## config.mk

```make
export PLATFORM = sky130hd
export DESIGN_NAME = button_conditioner
export DESIGN_NICKNAME = d
export VERILOG_FILES = /design/src/rtl/button_pkg.sv /design/src/rtl/button_sync.sv /design/src/rtl/button_conditioner.sv
export SDC_FILE = /design/constraint.sdc
export NUM_CORES = 1
export LEC_CHECK = 0
export ABC_AREA = 1
export CAP_MARGIN = 20
export CORE_AREA = 3 3 40 42
export CTS_BUF_LIST = sky130_fd_sc_hd__clkbuf_8
export CTS_CLUSTER_SIZE = 30
export DETAILED_ROUTE_END_ITERATION = 6
export DIE_AREA = 0 0 43 45
export PLACE_DENSITY = 0.54
export SETUP_SLACK_MARGIN = 0.05
export SYNTH_ARGS = -nofsm -noshare
export SYNTH_HDL_FRONTEND = slang
export SYNTH_HIERARCHICAL = 1
export SYNTH_SLANG_ARGS = --single-unit
```

## constraint.sdc

```tcl
create_clock -name clk_i -period 1.5 [get_ports clk_i]
set_input_delay 0.3 -clock clk_i [delete_from_list [all_inputs] [get_ports clk_i]]
set_output_delay 0.3 -clock clk_i [all_outputs]
set_load 0.01 [all_outputs]
```

## src/rtl/button_pkg.sv

```systemverilog
// ---------------------------------------------------------------------------
// button_pkg
//
// Shared definitions for the push-button conditioner slice:
//   - btn_state_e : hold/auto-repeat FSM state encoding
//   - default parameter values sized for a 12 MHz board clock
//   - maxInt()    : helper used to size the hold/repeat timer
// ---------------------------------------------------------------------------
package button_pkg;

    typedef enum logic [1:0] {
        IDLE   = 2'b00,
        HOLD   = 2'b01,
        REPEAT = 2'b10
    } btn_state_e;

    localparam int CLK_HZ              = 12_000_000;
    localparam int SYNC_STAGES_DEFAULT = 2;
    localparam int DEBOUNCE_DEFAULT    = 16;
    // First auto-repeat after half a second, then ten repeats per second.
    localparam int HOLD_DEFAULT        = CLK_HZ / 2;
    localparam int REPEAT_DEFAULT      = CLK_HZ / 10;

    function automatic int maxInt(input int a, input int b);
        return (a > b) ? a : b;
    endfunction

endpackage

```

## src/rtl/button_sync.sv

```systemverilog
// ---------------------------------------------------------------------------
// button_sync
//
// Plain multi-flop synchronizer bringing the raw, asynchronous button into
// the clk_i domain. Every stage clears to 0 on reset.
//
// Ports:
//   clk_i      : clock
//   reset_n_i  : asynchronous active-low reset
//   d_i        : asynchronous input
//   q_o        : synchronized output (last flop of the chain)
// ---------------------------------------------------------------------------
module button_sync #(
    parameter int sync_stages_p = 2
) (
    input  logic clk_i,
    input  logic reset_n_i,
    input  logic d_i,
    output logic q_o
);

    logic [sync_stages_p-1:0] r_chain;

    // Shift the raw input one stage further into the clock domain every
    // cycle; only the final stage is considered safe to use downstream.
    always_ff @(posedge clk_i or negedge reset_n_i) begin
        if (!reset_n_i) begin
            r_chain <= '0;
        end else begin
            r_chain <= {r_chain[sync_stages_p-2:0], d_i};
        end
    end

    assign q_o = r_chain[sync_stages_p-1];

endmodule

```

## src/rtl/button_conditioner.sv

```systemverilog
// ---------------------------------------------------------------------------
// button_conditioner
//
// Turns one raw bouncing push-button into a clean debounced level plus
// single-cycle press / release / auto-repeat pulses suitable for driving the
// up/down counter directly. Synchronizer, debounce filter, edge detection
// and hold-to-repeat all live here.
//
// Optional feature macro: BUTTON_CONDITIONER_REPEAT_EN
//   defined   : after holding for hold_p cycles, repeat_o pulses every
//               repeat_p cycles until the button is released
//   undefined : no timer is built, the FSM parks in HOLD while the button
//               is down and repeat_o is tied low
//
// Ports:
//   clk_i      : clock
//   reset_n_i  : asynchronous active-low reset
//   button_i   : raw button, active-high, asynchronous, bouncing
//   level_o    : debounced button level
//   press_o    : one-cycle pulse in the first cycle level_o reads 1
//   release_o  : one-cycle pulse in the first cycle level_o reads 0
//   repeat_o   : one-cycle auto-repeat pulse while held
// ---------------------------------------------------------------------------
module button_conditioner
    import button_pkg::*;
#(
    parameter int sync_stages_p = SYNC_STAGES_DEFAULT,
    parameter int debounce_p    = DEBOUNCE_DEFAULT,
    parameter int hold_p        = HOLD_DEFAULT,
    parameter int repeat_p      = REPEAT_DEFAULT
) (
    input  logic clk_i,
    input  logic reset_n_i,
    input  logic button_i,
    output logic level_o,
    output logic press_o,
    output logic release_o,
    output logic repeat_o
);

    if (sync_stages_p < 2 || debounce_p < 1 || hold_p < 2 || repeat_p < 1) begin : g_badParams
        $error("button_conditioner: parameter below its minimum");
    end

    localparam int DebWidth = (debounce_p > 1) ? $clog2(debounce_p) : 1;
    localparam logic [DebWidth-1:0] DebLast = DebWidth'(debounce_p - 1);

    logic                w_sync;
    logic [DebWidth-1:0] r_debCount;
    logic                r_level;
    logic                w_debDone;
    logic                w_rise;
    logic                w_fall;

    btn_state_e r_state;
    btn_state_e w_stateNext;

    logic w_pressNext;
    logic w_releaseNext;
    logic r_press;
    logic r_release;

    button_sync #(
        .sync_stages_p(sync_stages_p)
    ) u_sync (
        .clk_i    (clk_i),
        .reset_n_i(reset_n_i),
        .d_i      (button_i),
        .q_o      (w_sync)
    );

    // The debounced level flips on the debounce_p-th consecutive cycle in
    // which the synchronized input disagrees with it; these decodes flag
    // that cycle so the FSM and pulse logic move in lockstep with level_o.
    assign w_debDone = (w_sync != r_level) && (r_debCount == DebLast);
    assign w_rise    = w_debDone &&  w_sync;
    assign w_fall    = w_debDone && !w_sync;

    // Debounce filter: count consecutive disagreeing cycles, clear the
    // count on any agreeing cycle and whenever the level is updated.
    always_ff @(posedge clk_i or negedge reset_n_i) begin
        if (!reset_n_i) begin
            r_debCount <= '0;
            r_level    <= 1'b0;
        end else if (w_sync != r_level) begin
            if (w_debDone) begin
                r_level    <= w_sync;
                r_debCount <= '0;
            end else begin
                r_debCount <= r_debCount + 1'b1;
            end
        end else begin
            r_debCount <= '0;
        end
    end

    // FSM state register.
    always_ff @(posedge clk_i or negedge reset_n_i) begin
        if (!reset_n_i) begin
            r_state <= IDLE;
        end else begin
            r_state <= w_stateNext;
        end
    end

`ifdef BUTTON_CONDITIONER_REPEAT_EN

    localparam int TimerWidth = $clog2(maxInt(hold_p, repeat_p));
    localparam logic [TimerWidth-1:0] HoldLast   = TimerWidth'(hold_p - 1);
    localparam logic [TimerWidth-1:0] RepeatLast = TimerWidth'(repeat_p - 1);

    logic [TimerWidth-1:0] r_timer;
    logic [TimerWidth-1:0] w_timerNext;
    logic                  w_repeatNext;
    logic                  r_repeat;

    // The timer is cleared on every terminal count, so it never needs to
    // reach beyond max(hold_p, repeat_p)-1.
    always_ff @(posedge clk_i or negedge reset_n_i) begin
        if (!reset_n_i) begin
            r_timer <= '0;
        end else begin
            r_timer <= w_timerNext;
        end
    end

    // Next-state and timer decode. A debounced release wins over anything
    // the hold/repeat timer is doing in the same cycle.
    always_comb begin
        w_stateNext = r_state;
        w_timerNext = r_timer;
        if (w_fall) begin
            w_stateNext = IDLE;
            w_timerNext = '0;
        end else begin
            case (r_state)
                IDLE: begin
                    w_timerNext = '0;
                    if (w_rise) begin
                        w_stateNext = HOLD;
                    end
                end
                HOLD: begin
                    if (r_timer == HoldLast) begin
                        w_stateNext = REPEAT;
                        w_timerNext = '0;
                    end else begin
                        w_timerNext = r_timer + 1'b1;
                    end
                end
                REPEAT: begin
                    if (r_timer == RepeatLast) begin
                        w_timerNext = '0;
                    end else begin
                        w_timerNext = r_timer + 1'b1;
                    end
                end
                default: begin
                    w_stateNext = IDLE;
                    w_timerNext = '0;
                end
            endcase
        end
    end

    // Output decode: pulses are computed one cycle early so they land in
    // the output flops on the same edge as the matching level/state change.
    always_comb begin
        w_pressNext   = (r_state == IDLE) && w_rise;
        w_releaseNext = w_fall;
        w_repeatNext  = 1'b0;
        if (!w_fall) begin
            w_repeatNext = ((r_state == HOLD)   && (r_timer == HoldLast)) ||
                           ((r_state == REPEAT) && (r_timer == RepeatLast));
        end
    end

    // Auto-repeat output register.
    always_ff @(posedge clk_i or negedge reset_n_i) begin
        if (!reset_n_i) begin
            r_repeat <= 1'b0;
        end else begin
            r_repeat <= w_repeatNext;
        end
    end

    assign repeat_o = r_repeat;

`else

    // Next-state decode without auto-repeat: HOLD simply marks "button is
    // down" until the debounced release sends the FSM back to IDLE.
    always_comb begin
        w_stateNext = r_state;
        if (w_fall) begin
            w_stateNext = IDLE;
        end else begin
            case (r_state)
                IDLE: begin
                    if (w_rise) begin
                        w_stateNext = HOLD;
                    end
                end
                HOLD: begin
                    w_stateNext = HOLD;
                end
                default: begin
                    w_stateNext = IDLE;
                end
            endcase
        end
    end

    // Output decode for press/release; no repeat source exists here.
    always_comb begin
        w_pressNext   = (r_state == IDLE) && w_rise;
        w_releaseNext = w_fall;
    end

    assign repeat_o = 1'b0;

`endif

    // Press/release output registers.
    always_ff @(posedge clk_i or negedge reset_n_i) begin
        if (!reset_n_i) begin
            r_press   <= 1'b0;
            r_release <= 1'b0;
        end else begin
            r_press   <= w_pressNext;
            r_release <= w_releaseNext;
        end
    end

    assign level_o   = r_level;
    assign press_o   = r_press;
    assign release_o = r_release;

endmodule

```

==> results.txt <==
Reg-to-reg startpoint -> r_debCount[0]$_DFF_PN0_
Worst-path fanout max -> 1
Fin. max-slew vios -> 0
Met1 WL -> 240 um
Max H-tree Level -> 1
DIE WIDTH -> 43 um
Cells along the critical path -> clkdlybuf4s50_1
Row cnt -> 13
Post-DRT Antenna Nets -> 0
WL per Instance -> 10.5 um
Post-placement cell area -> 464 sq um
Highest routed layer -> met4
Vias per cell -> 4.70
Port Buffers -> 5
Final WS setup -> 0.115 ns
N_diodes -> 0
Pin count of the biggest net entering global routing -> 11
Yosys reg bits -> 10
Sink Count -> 10
# IOs -> 7
Congestion Overflow GR -> 0
Max clock buf depth -> 2
Final Instance Area -> 522 sq um
CP bufs+invs -> 1
Warnings from Yosys -> 6
Mapped Cells -> 38
Vias in the first global route -> 295
Clock Tree Root -> clkbuf_8
Worst-path clk slew -> 0.05 ns
CTS buffer count -> 3
Hold Crit Depth -> 0
Slowest stage cell, crit path -> clkdlybuf4s50_1
HP Start -> u_sync/r_chain[0]$_DFF_PN0_
Leak pwr -> 0.273 nW
Die H -> 45 um
Max-cap violations -> 0
EDFF count, synth -> 0
Synth async-reset ratio -> 100%
Tmin final -> 1.39 ns
Final setup fails -> 0
Main flop type after synthesis -> dfrtp_1
Pwr dens -> 1240 nW/um^2
First-pass GRT wire length -> 1230 um
Met3 wire len -> 42 um
Avg Cell Area, Syn -> 10.6 sq um
Unrepaired setup endpoints after global routing -> no
Synth area leaders -> dfrtp_1, nand2_1, nand3_4, inv_1, nor2_1
Core Area -> 1280 sq um
# nets final -> 51
Worst hold-check path type -> register to register
Latest clock arrival within the worst-skew pair -> 0.23 ns
TNS Setup -> 0 ns
Setup WS pre-CTS -> 0.307 ns
Met2 WL -> 319 um
Status -> completed
CP Class -> register to output pin
TritonRoute pass-1 iters -> 1
FF+latch area -> 250 sq um
DRC errors left -> 0
CTS tree -> done
Die area -> 1940 sq um
Yosys cell types -> 16
Share of layout cells above drive strength 1 -> 15.2%
Initial antenna violation count -> 0
Final period util -> 92.4%
Crit path max-delay family -> buffers and inverters
Area grow syn2layout -> 29.5%
Data arrival, critical path -> 1.09 ns
R2r setup slk -> 0.39 ns
Setup crit start kind -> register
Syn nets -> 42
Area occupied by multi-input gates -> 130 sq um
Seq/Total Area, Yosys -> 62.1%
Critical Path RT -> 1.20 ns
Hold EP -> u_sync/r_chain[1]$_DFF_PN0_
Total GRT Usage -> 9.62%
Post-synth top area cell -> dfrtp_1
Clock Skews -> 0.00152 ns
Count leader, synth -> dfrtp_1
Yosys top cell area share -> 62.1%
R2R cell count -> 5
Top post-synthesis cells by count -> dfrtp_1, nand2_1, inv_1, nor2_1, nor2_2
Routability cong. -> 0.713
DR iter-0 viols -> 0
FF-to-FF End -> r_state[0]$_DFFE_PN0P_
Setup bufs post-CTS -> 0
Starting Density -> 31.4%
Max VDD drop -> 509 uV
Final hold violation count -> 0
Via count -> 287
Fmax achieved -> 722 MHz
Worst stage delay on the critical path -> 0.53 ns
Final WL -> 640 um
Setup crit end kind -> output pin
Post-Synthesis Cell Area -> 403 sq um
# fillers -> 124
[worst max-delay path by stage]
stage | endpoint | slack (ns) | cells past startpoint | from
4_1_cts | level_o | 0.05 | 1 | level_o$_DFFE_PN0P_
3_3_place_gp | level_o | 0.33 | 1 | level_o$_DFFE_PN0P_
3_5_place_dp | level_o | 0.31 | 1 | level_o$_DFFE_PN0P_
5_1_grt | release_o | 0.07 | 1 | release_o$_DFF_PN0_
2_1_floorplan | r_state[0]$_DFFE_PN0P_ | 0.46 | 5 | r_debCount[0]$_DFF_PN0_
6_report | release_o | 0.11 | 1 | release_o$_DFF_PN0_
[metrics by stage]
step	power, mW	hold WS [ns]	utilization, %	cells
after floorplan	0.308	0.00441	-	38
after global routing	0.686	0.377	40.6	61
after global placement	0.319	0.341	36.1	57
final	0.649	0.350	40.6	61
after CTS	0.662	0.356	40.4	61
after detailed placement	0.320	0.336	36.1	57
[layout by cell type, fill, tap and decap left out]
cell | Yosys | final
nand2_1 | 7 | 7
clkdlybuf4s50_1 | 0 | 4
dlymetal6s2s_1 | 0 | 1
nand4_1 | 1 | 1
nor3_1 | 1 | 1
nor2_2 | 2 | 2
conb_1 | 1 | 1
clkbuf_8 | 0 | 4
nand3_1 | 1 | 1
nand3_4 | 1 | 1
xnor2_1 | 1 | 1
nor2_1 | 4 | 4
o21ai_1 | 1 | 1
ha_1 | 1 | 1
dfrtp_1 | 10 | 10
inv_1 | 4 | 4
a21oi_1 | 1 | 1
a21boi_0 | 1 | 1
[repair_timing]
item	CTS	global route
endpoints found under the setup margin	0	1
hold buffers	0	0
gates resized for setup	0	1
[power breakdown]
| group | internal (mW) | total (mW) | switching (mW) |
|---|---|---|---|
| clock network | 0.230 | 0.334 | 0.103 |
| logic | 0.0120 | 0.0265 | 0.0144 |
| registers | 0.280 | 0.288 | 0.00847 |
[layout make-up]
| cell class | count | share of cell area [%] |
|---|---|---|
| sequential | 10 | 48.0 |
| multi-input combinational | 23 | 24.9 |
| clock buffer | 4 | 10.6 |
| timing repair buffer | 5 | 10.1 |
| tap | 15 | 3.60 |
| inverter | 4 | 2.88 |
[registers in the layout (all words and copies together) (netlist names)]
signal and flops:
r_debCount 4, u_sync/r_chain 2, level_o 1, press_o 1, r_state 1, release_o 1
[cells by family (layout without fill, tap and decap cells)]
group,count (synthesis),count (layout),share of synthesized area [%]
xor+xnor,1,1,2.17
simple gates,17,17,21.7
compound gates,3,3,4.35
flops,10,10,62.1
other cells,1,1,0.931
fa+ha+maj,1,1,3.11
buf+inv,5,13,5.59
[per-layer routing]
metal	vias to the layer above	global-route usage [%]
met1	139	9.02
met3	5	4.78
met2	9	14.4
li1	134	-
met4	0	10.8
met5	-	0
Note: power is estimated with default switching activity, not from simulation.
